==> config.mk <==
export PLATFORM = sky130hd
export DESIGN_NAME = reduce_tree_pipe_flat
export DESIGN_NICKNAME = d
export VERILOG_FILES = /design/src/rtl/reduce_pkg.sv /design/src/rtl/reduce_tree_pipe_if.sv /design/src/rtl/reduce_stage.sv /design/src/rtl/reduce_tree_pipe.sv /design/src/flat_wrapper.sv
export SDC_FILE = /design/constraint.sdc
export NUM_CORES = 1
export LEC_CHECK = 0
export BUFFER_PORTS_ARGS = -buffer_cell sky130_fd_sc_hd__buf_2
export CORE_UTILIZATION = 45
export DETAILED_ROUTE_END_ITERATION = 8
export GPL_TIMING_DRIVEN = 0
export PLACE_DENSITY = 0.71
export SLEW_MARGIN = 20
export SYNTH_ARGS = -nofsm -noshare
export SYNTH_HDL_FRONTEND = slang
export SYNTH_SLANG_ARGS = --single-unit
==> constraint.sdc <==
create_clock -name clk -period 1.33 [get_ports clk]
set_clock_uncertainty 0.05 [all_clocks]
set_input_delay 0.133 -clock clk [delete_from_list [all_inputs] [get_ports clk]]
set_output_delay 0.133 -clock clk [all_outputs]
set_load 0.01 [all_outputs]
==> src/rtl/reduce_pkg.sv <==
// Shared types and the per-bit pair operator for the pipelined reduction tree.
package reduce_pkg;

  typedef enum logic [1:0] {
    OP_AND  = 2'd0,
    OP_OR   = 2'd1,
    OP_XOR  = 2'd2,
    OP_NAND = 2'd3
  } op_e;

  // NAND reduces as AND inside the tree; the inversion happens once at the output.
  function automatic logic apply_pair(op_e op, logic a, logic b);
    logic r;
    case (op)
      OP_OR:   r = a | b;
      OP_XOR:  r = a ^ b;
      default: r = a & b;
    endcase
    return r;
  endfunction

endpackage

==> src/rtl/reduce_tree_pipe_if.sv <==
// Upstream beat and downstream result handshakes of the reduction tree.
interface reduce_tree_pipe_if #(
  parameter int N_IN  = 4,
  parameter int WIDTH = 1
);
  logic [N_IN*WIDTH-1:0] in_data;
  logic [1:0]            in_op;
  logic                  in_valid;
  logic                  in_ready;
  logic [WIDTH-1:0]      out_data;
  logic [1:0]            out_op;
  logic                  out_valid;
  logic                  out_ready;

  modport master (
    output in_data, in_op, in_valid, out_ready,
    input  in_ready, out_data, out_op, out_valid
  );

  modport slave (
    input  in_data, in_op, in_valid, out_ready,
    output in_ready, out_data, out_op, out_valid
  );
endinterface

==> src/rtl/reduce_stage.sv <==
// One registered tree level: combines adjacent operand pairs and carries valid/op.
module reduce_stage
  import reduce_pkg::*;
#(
  parameter int PAIRS = 1,
  parameter int WIDTH = 1
) (
  input  logic                     clk,
  input  logic                     rst,
  input  logic                     advance_i,
  input  logic [2*PAIRS*WIDTH-1:0] data_i,
  input  logic                     valid_i,
  input  op_e                      op_i,
  output logic [PAIRS*WIDTH-1:0]   data_o,
  output logic                     valid_o,
  output op_e                      op_o
);

  logic [PAIRS*WIDTH-1:0] data_d;
  logic [PAIRS*WIDTH-1:0] data_q;
  logic                   valid_q;
  op_e                    op_q;

  always_comb begin
    // NOTE: default assignment first so no path through the block can infer a latch.
    data_d = '0;
    for (int p = 0; p < PAIRS; p++) begin
      for (int b = 0; b < WIDTH; b++) begin
        data_d[p*WIDTH+b] = apply_pair(op_i, data_i[2*p*WIDTH+b], data_i[(2*p+1)*WIDTH+b]);
      end
    end
  end

  // NOTE: data is reset along with valid so the visible result reads zero after reset.
  always_ff @(posedge clk) begin
    if (rst) begin
      data_q  <= '0;
      valid_q <= 1'b0;
      op_q    <= OP_AND;
    end else if (advance_i) begin
      data_q  <= data_d;
      valid_q <= valid_i;
      op_q    <= op_i;
    end
  end

  assign data_o  = data_q;
  assign valid_o = valid_q;
  assign op_o    = op_q;

endmodule

==> src/rtl/reduce_tree_pipe.sv <==
// Pipelined N_IN-operand bitwise reduction tree, one register level per tree level,
// with a single global advance that stalls the whole pipeline under backpressure.
module reduce_tree_pipe
  import reduce_pkg::*;
#(
  parameter int N_IN  = 4,
  parameter int WIDTH = 1
) (
  input  logic                clk,
  input  logic                rst,
  reduce_tree_pipe_if.slave   bus,
  output logic [15:0]         beat_count
);

  localparam int LEVELS = $clog2(N_IN);

  logic             advance;
  logic             last_valid;
  logic [WIDTH-1:0] last_data;
  op_e              last_op;
  logic [15:0]      beat_count_d;
  logic [15:0]      beat_count_q;

  assign advance     = !last_valid || bus.out_ready;
  assign bus.in_ready = advance;

  for (genvar k = 0; k < LEVELS; k++) begin : g_lvl
    localparam int PAIRS = N_IN >> (k + 1);

    logic [2*PAIRS*WIDTH-1:0] src_data;
    logic                     src_valid;
    op_e                      src_op;
    logic [PAIRS*WIDTH-1:0]   stage_data;
    logic                     stage_valid;
    op_e                      stage_op;

    if (k == 0) begin : g_src_in
      assign src_data  = bus.in_data;
      assign src_valid = bus.in_valid;
      assign src_op    = op_e'(bus.in_op);
    end else begin : g_src_lvl
      assign src_data  = g_lvl[k-1].stage_data;
      assign src_valid = g_lvl[k-1].stage_valid;
      assign src_op    = g_lvl[k-1].stage_op;
    end

    reduce_stage #(
      .PAIRS (PAIRS),
      .WIDTH (WIDTH)
    ) u_stage (
      .clk       (clk),
      .rst       (rst),
      .advance_i (advance),
      .data_i    (src_data),
      .valid_i   (src_valid),
      .op_i      (src_op),
      .data_o    (stage_data),
      .valid_o   (stage_valid),
      .op_o      (stage_op)
    );
  end

  assign last_data  = g_lvl[LEVELS-1].stage_data;
  assign last_valid = g_lvl[LEVELS-1].stage_valid;
  assign last_op    = g_lvl[LEVELS-1].stage_op;

  // The last level holds the AND reduction for NAND beats; invert it on the way out.
  assign bus.out_data  = (last_op == OP_NAND) ? ~last_data : last_data;
  assign bus.out_op    = last_op;
  assign bus.out_valid = last_valid;

  assign beat_count_d = beat_count_q + 16'd1;

  always_ff @(posedge clk) begin
    if (rst) begin
      beat_count_q <= '0;
    end else if (last_valid && bus.out_ready) begin
      beat_count_q <= beat_count_d;
    end
  end

  assign beat_count = beat_count_q;

endmodule

==> src/flat_wrapper.sv <==
// flat-port wrapper written by rule: the top's interface ports become plain ports
module reduce_tree_pipe_flat import reduce_pkg::*;
#(
  parameter int N_IN  = 4,
  parameter int WIDTH = 1
)
  (clk, rst, beat_count, bus_in_data, bus_in_op, bus_in_valid, bus_out_ready, bus_in_ready, bus_out_data, bus_out_op, bus_out_valid);
  reduce_tree_pipe_if #(.N_IN(N_IN), .WIDTH(WIDTH)) bus_i ();
  input  logic clk;
  input  logic rst;
  output logic [15:0] beat_count;
  input wire logic [$bits(bus_i.in_data)-1:0] bus_in_data;
  input wire logic [$bits(bus_i.in_op)-1:0] bus_in_op;
  input wire logic [$bits(bus_i.in_valid)-1:0] bus_in_valid;
  input wire logic [$bits(bus_i.out_ready)-1:0] bus_out_ready;
  output wire logic [$bits(bus_i.in_ready)-1:0] bus_in_ready;
  output wire logic [$bits(bus_i.out_data)-1:0] bus_out_data;
  output wire logic [$bits(bus_i.out_op)-1:0] bus_out_op;
  output wire logic [$bits(bus_i.out_valid)-1:0] bus_out_valid;
  assign bus_i.in_data = bus_in_data;
  assign bus_i.in_op = bus_in_op;
  assign bus_i.in_valid = bus_in_valid;
  assign bus_i.out_ready = bus_out_ready;
  assign bus_in_ready = bus_i.in_ready;
  assign bus_out_data = bus_i.out_data;
  assign bus_out_op = bus_i.out_op;
  assign bus_out_valid = bus_i.out_valid;
  reduce_tree_pipe #(.N_IN(N_IN), .WIDTH(WIDTH)) u_core (.clk(clk), .rst(rst), .bus(bus_i), .beat_count(beat_count));
endmodule
# --- Word-level counts from Yosys, hierarchy flattened ---
# Index checks and enable logic that the tools add are counted.
word_totals:
  wordCells: 30
  input_bits: 10
  mem_bits_ro: 0
  latch_bits: 0
  reg_bits: 25
  memories: 0
  out_inout_bits: 21
  ram_bits: 0
classes:
  eq_ne: 5
  addsub: 1
  div: 0
  shift: 0
  mux: 4
  reduce_logical: 3
  bitwise_logic: 10
  n_mul: 0
  order_cmp: 0
ops:
  columns: ["op", "n"]
  rows:
  - ["adder 16 x 1 -> 16 bit (second input constant)", 1]
  - ["equality test 2 bit (second input constant)", 3]
  - ["one-hot mux 1 bit (2 select lines)", 3]
  - ["equality test 2 x 1 -> 1 bit (second input constant)", 2]
  - ["bitwise AND 1 bit", 3]
  - ["bitwise OR 1 bit", 3]
  - ["XOR 1 bit", 3]
  - ["logical AND 1 bit", 1]
  - ["logical NOT 1 bit", 1]
  - ["logical OR 1 bit", 1]
  - ["2-to-1 mux 1 bit", 1]
  - ["inverter 1 bit", 1]

# --- Depth between registers and ports, before layout ---
logic_depth:
  depth_word: 2
  ltp_mapped: 6
  mapped_depth_nobuf: 6

# --- Hierarchy ---
# From an unflattened synthesis, not the netlist that was laid out.
unflattened:
  hier_cells: 141
  area_unflattened_um2: 1320.0
modules_own_cells:
  columns: ["mod", "area_per_inst_um2", "instances", "cells_each"]
  rows:
  - ["reduce_tree_pipe", 735.7, 1, 81]
  - ["reduce_stage at u_core.g_lvl[0].u_stage", 321.6, 1, 35]
  - ["reduce_stage at u_core.g_lvl[1].u_stage", 262.8, 1, 25]

# --- Least setup slack after synthesis ---
# OpenSTA, ideal clock, no wires.
synth_timing:
  kind: "reg-to-reg"
  startpoint: "reg u_core.beat_count_q[4] (netlist: u_core.beat_count[4])"
  endpoint: "reg u_core.beat_count_q[13] (netlist: u_core.beat_count[13])"
  path_buffers: 1
  slack_ps: -206
  arrival_ps: 1416
  required_ps: 1210
  stages_incl_launch_ff: 6
  setup_ps: 70
  cell_sequence: "dfxtp_1 and4_1 buf_6 nand2_4 or4_1 a21oi_1"
synth_via:
  elab_chain_len: 1
synth_lines:
  columns: ["item", "line_no", "rtl"]
  rows:
  - ["from (decl)", "reduce_tree_pipe.sv:22", "logic [15:0] beat_count_q;"]
  - ["from (signal assigned)", "reduce_tree_pipe.sv:78", "beat_count_q <= beat_count_d;"]
  - ["adder 16 x 1 -> 16 bit", "reduce_tree_pipe.sv:72", "assign beat_count_d = beat_count_q + 16'd1;"]
# No other way between the ends.
# A chain may end at the register's enable or synchronous reset.

# --- Worst setup path in the final report ---
layout_timing:
  startpoint: "reg u_core.g_lvl[1].u_stage.valid_q"
  endpoint: "reg u_core.beat_count_q[13] (netlist: u_core.beat_count[13])"
layout_via:
  elab_chain_len: 1
layout_lines:
  columns: ["item", "line_no", "rtl"]
  rows:
  - ["from (decl)", "reduce_stage.sv:21", "logic valid_q;"]
  - ["from (signal assigned)", "reduce_stage.sv:42", "valid_q <= valid_i;"]
  - ["logical AND 1 bit", "reduce_tree_pipe.sv:77", "end else if (last_valid && bus.out_ready) begin"]
# No other way between the ends.

==> impl_metrics.toml <==
[sta]
drv_slew = 0
fmaxAchievable_mhz = 695
min_period_over_period_pct = 108
setup-violations-final = 11
worst_slew_pin_slew_ns = 0.539
period_minus_slack_ns = 1.44
slew_headroom_pct = 64.0
rsz0062_at_grt = "yes"
fin_ws_ns = -0.109
hold_viol_final = 0
fin_tns_setup_ns = -0.610

[cells_and_area]
layout-drive-gt1-share_pct = 39.4
layout_common_cells = "buf_2, buf_4, nand2_1"
nNetsFinal = 230
layout_commonest_cell = "buf_2"
diodes = 0
fin_util_pct = 63.6
final_area_mm2 = 0.00174
area_growth_pct = 33.9

[critical_path]
r2r_start = "u_core.g_lvl[1].u_stage.valid_o"
cp-end-kind = "flop"
rr_endpoint = "u_core.beat_count[13]"
critPathMaxFanout = 6
rr_worst_depth = 5
critPathArrivalTime_ns = 1.64
rrSetupSlack_ns = -0.11
critPathKind = "flop to flop"
worstSetupStartpointType = "flop"
worstPathRequired_ns = 1.53

[synthesis]
yosys_warnings = 0
syn-cell-area_mm2 = 0.00130
ys_ff_latch = 25
avgSynthCellArea_um2 = 8.33
syn_inst = 156
synth_area_leaders = "dfxtp_1, ha_1, xor2_1"
synth_top_cell_by_area = "dfxtp_1"
synth_top_area_share_pct = 38.5
ys_seq_area_share_pct = 38.5
synthesis.nets = 177
synth_cell_types = 30

[pwr]
switchingPower_uw = 317
pwr-share-seq_pct = 61.2
p_int_uw = 960
combPwrFrac_pct = 12.6
ir_drop_mv = 0.579
finalPower_uw = 1280
switching_share_pct = 24.8
power.density_mw_per_mm2 = 735
power_leakage_uw = 0.000830
p_clk_share_pct = 26.2

[global_routing]
overflow = 0
grt_use_met3_pct = 1.86
grt_max_degree = 14
grt_pass1_vias = 1156
grtUsageTotal_pct = 18.6
met2_usage_pct = 33.6
busiest_layer = "met2"
grt_pass1_wl_um = 4700
grt_util_met1_pct = 21.4
antenna_found_initial = 0

[placement]
dp_hpwl_um = 2000
portBuffers = 29
placed_area_mm2 = 0.00150
gp_congestion = 0.730

[routing]
drtAntennaViolNets = 0
routed_via_density = 5.11
num_vias = 1221
drt-wirelength-per-cell_um = 12.3
drc = 0
first_pass_iters = 4
routed_wl_um = 2930
dr.first_iter.drc_count = 43

[min_path]
hold_path_end = "u_core.g_lvl[0].u_stage.op_o[0]"
hp-start = "bus_in_op[0]"
hold_class = "primary input to flop"
whs_path_depth = 3

[floorplan]
core_mm2 = 0.00273
io_pins = 31
fp.dieH_um = 55.7
row_count = 19
dieWidth_um = 55.7
dieArea_mm2 = 0.00310
initial_core_util_pct = 47.5

[cts]
clk_pin_slew_worst_paths_ns = 0.14
cts_buffers = 3
cts.sinks = 25
cts_hold_buf = 0
clock_latency_ns = 0.31
cts_tree = "built"
cts_root_buf = "clkbuf_4"
cts_buffer_depth = 2
cts_htree_levels = 1

[run]
timing.max_cap.violations = 0

[run_status]
status = "complete, but fails checks"
violations = "setup timing"
==> registers in the layout, summed over array words and instances, names as in the netlist <==
signal                        cells
u_core.beat_count                16
u_core.g_lvl.u_stage.op_o         4
u_core.g_lvl.u_stage.data_o       3
u_core.g_lvl.u_stage.valid_o      2
==> synthesized netlist by cell type (all sizes together) <==
| cell type | instances |
|---|---|
| dfxtp | 25 |
| nand2 | 21 |
| a21oi | 14 |
| inv | 14 |
| nor2 | 12 |
| ha | 11 |
| xor2 | 10 |
| nand3 | 9 |
| nand4 | 5 |
| and4 | 4 |
| clkbuf | 4 |
| o21ai | 4 |
| a221o | 3 |
| and3 | 3 |
| buf | 3 |
| nand2b | 3 |
| or3 | 3 |
| and2 | 2 |
| clkinv | 1 |
| nand4b | 1 |
| nor2b | 1 |
| o31ai | 1 |
| or4 | 1 |
| xnor2 | 1 |
==> per-layer routing <==
layer	wire length, um	part of all wire (%)
met3	60	2.0
met2	1560	53
met5	0	0
met4	51	1.7
met1	1260	43
==> cell type report <==
class	instances	area, um2
plain buffers	6	41.3
clock buffers	4	26.3
fillers	235	995
inverters	15	61.3
multi-input cells	109	741
flip-flops and latches	25	526
well taps	31	38.8
repair buffers	49	305
==> critical path, cell delays in order (launching register included) <==
cell	delay (ns)
dfxtp_4	0.38
and4_1	0.19
buf_6	0.13
nand2_1	0.09
or4_1	0.41
a21oi_1	0.13
==> worst max-delay path by stage <==
stage,startpoint,endpoint,slack (ns),cells past startpoint
2_1_floorplan,u_core.beat_count[6],u_core.beat_count[13],-0.07,5
3_3_place_gp,u_core.beat_count[4],u_core.beat_count[13],-0.09,5
3_5_place_dp,u_core.beat_count[0],u_core.beat_count[13],-0.18,5
4_1_cts,u_core.beat_count[4],u_core.beat_count[13],-0.14,5
5_1_grt,u_core.g_lvl[1].u_stage.valid_o,u_core.beat_count[15],-0.19,5
6_report,u_core.g_lvl[1].u_stage.valid_o,u_core.beat_count[13],-0.11,5
==> kinds of logic (layout without fill, tap and decap cells) <==
group                    count (synthesis)  count (layout)  share of synthesized area, %
XOR/XNOR                                11              11                          7.42
flip-flops                              25              25                          38.5
buffers and inverters                   22              74                          7.32
adder cells (fa/ha/maj)                 11              11                          10.6
AND/OR/NAND/NOR                         65              65                          26.3
AO/OA/AOI/OAI                           22              22                          9.83
==> metrics by stage <==
stage               setup WS (ns)  hold WS, ns  instances
detailed placement         -0.183        0.361        216
global placement          -0.0891        0.353        216
finish                     -0.109       0.0236        239
global route               -0.192       0.0189        239
floorplan                 -0.0688        0.223        156
CTS                        -0.143       0.0222        231
==> power groups by stage <==
stage	registers, uW	logic, uW	clock network (uW)
2_1_floorplan	799	90.0	0
3_3_place_gp	798	134	0
3_5_place_dp	799	140	0
4_1_cts	780	153	350
5_1_grt	785	184	371
6_report	782	160	335
==> timing repair <==
item,CTS,global route
pin swaps,2,9
endpoints found under the setup margin,12,11
setup buffers,11,9
resized for setup,10,15
Power figures use the tool's default switching activity.
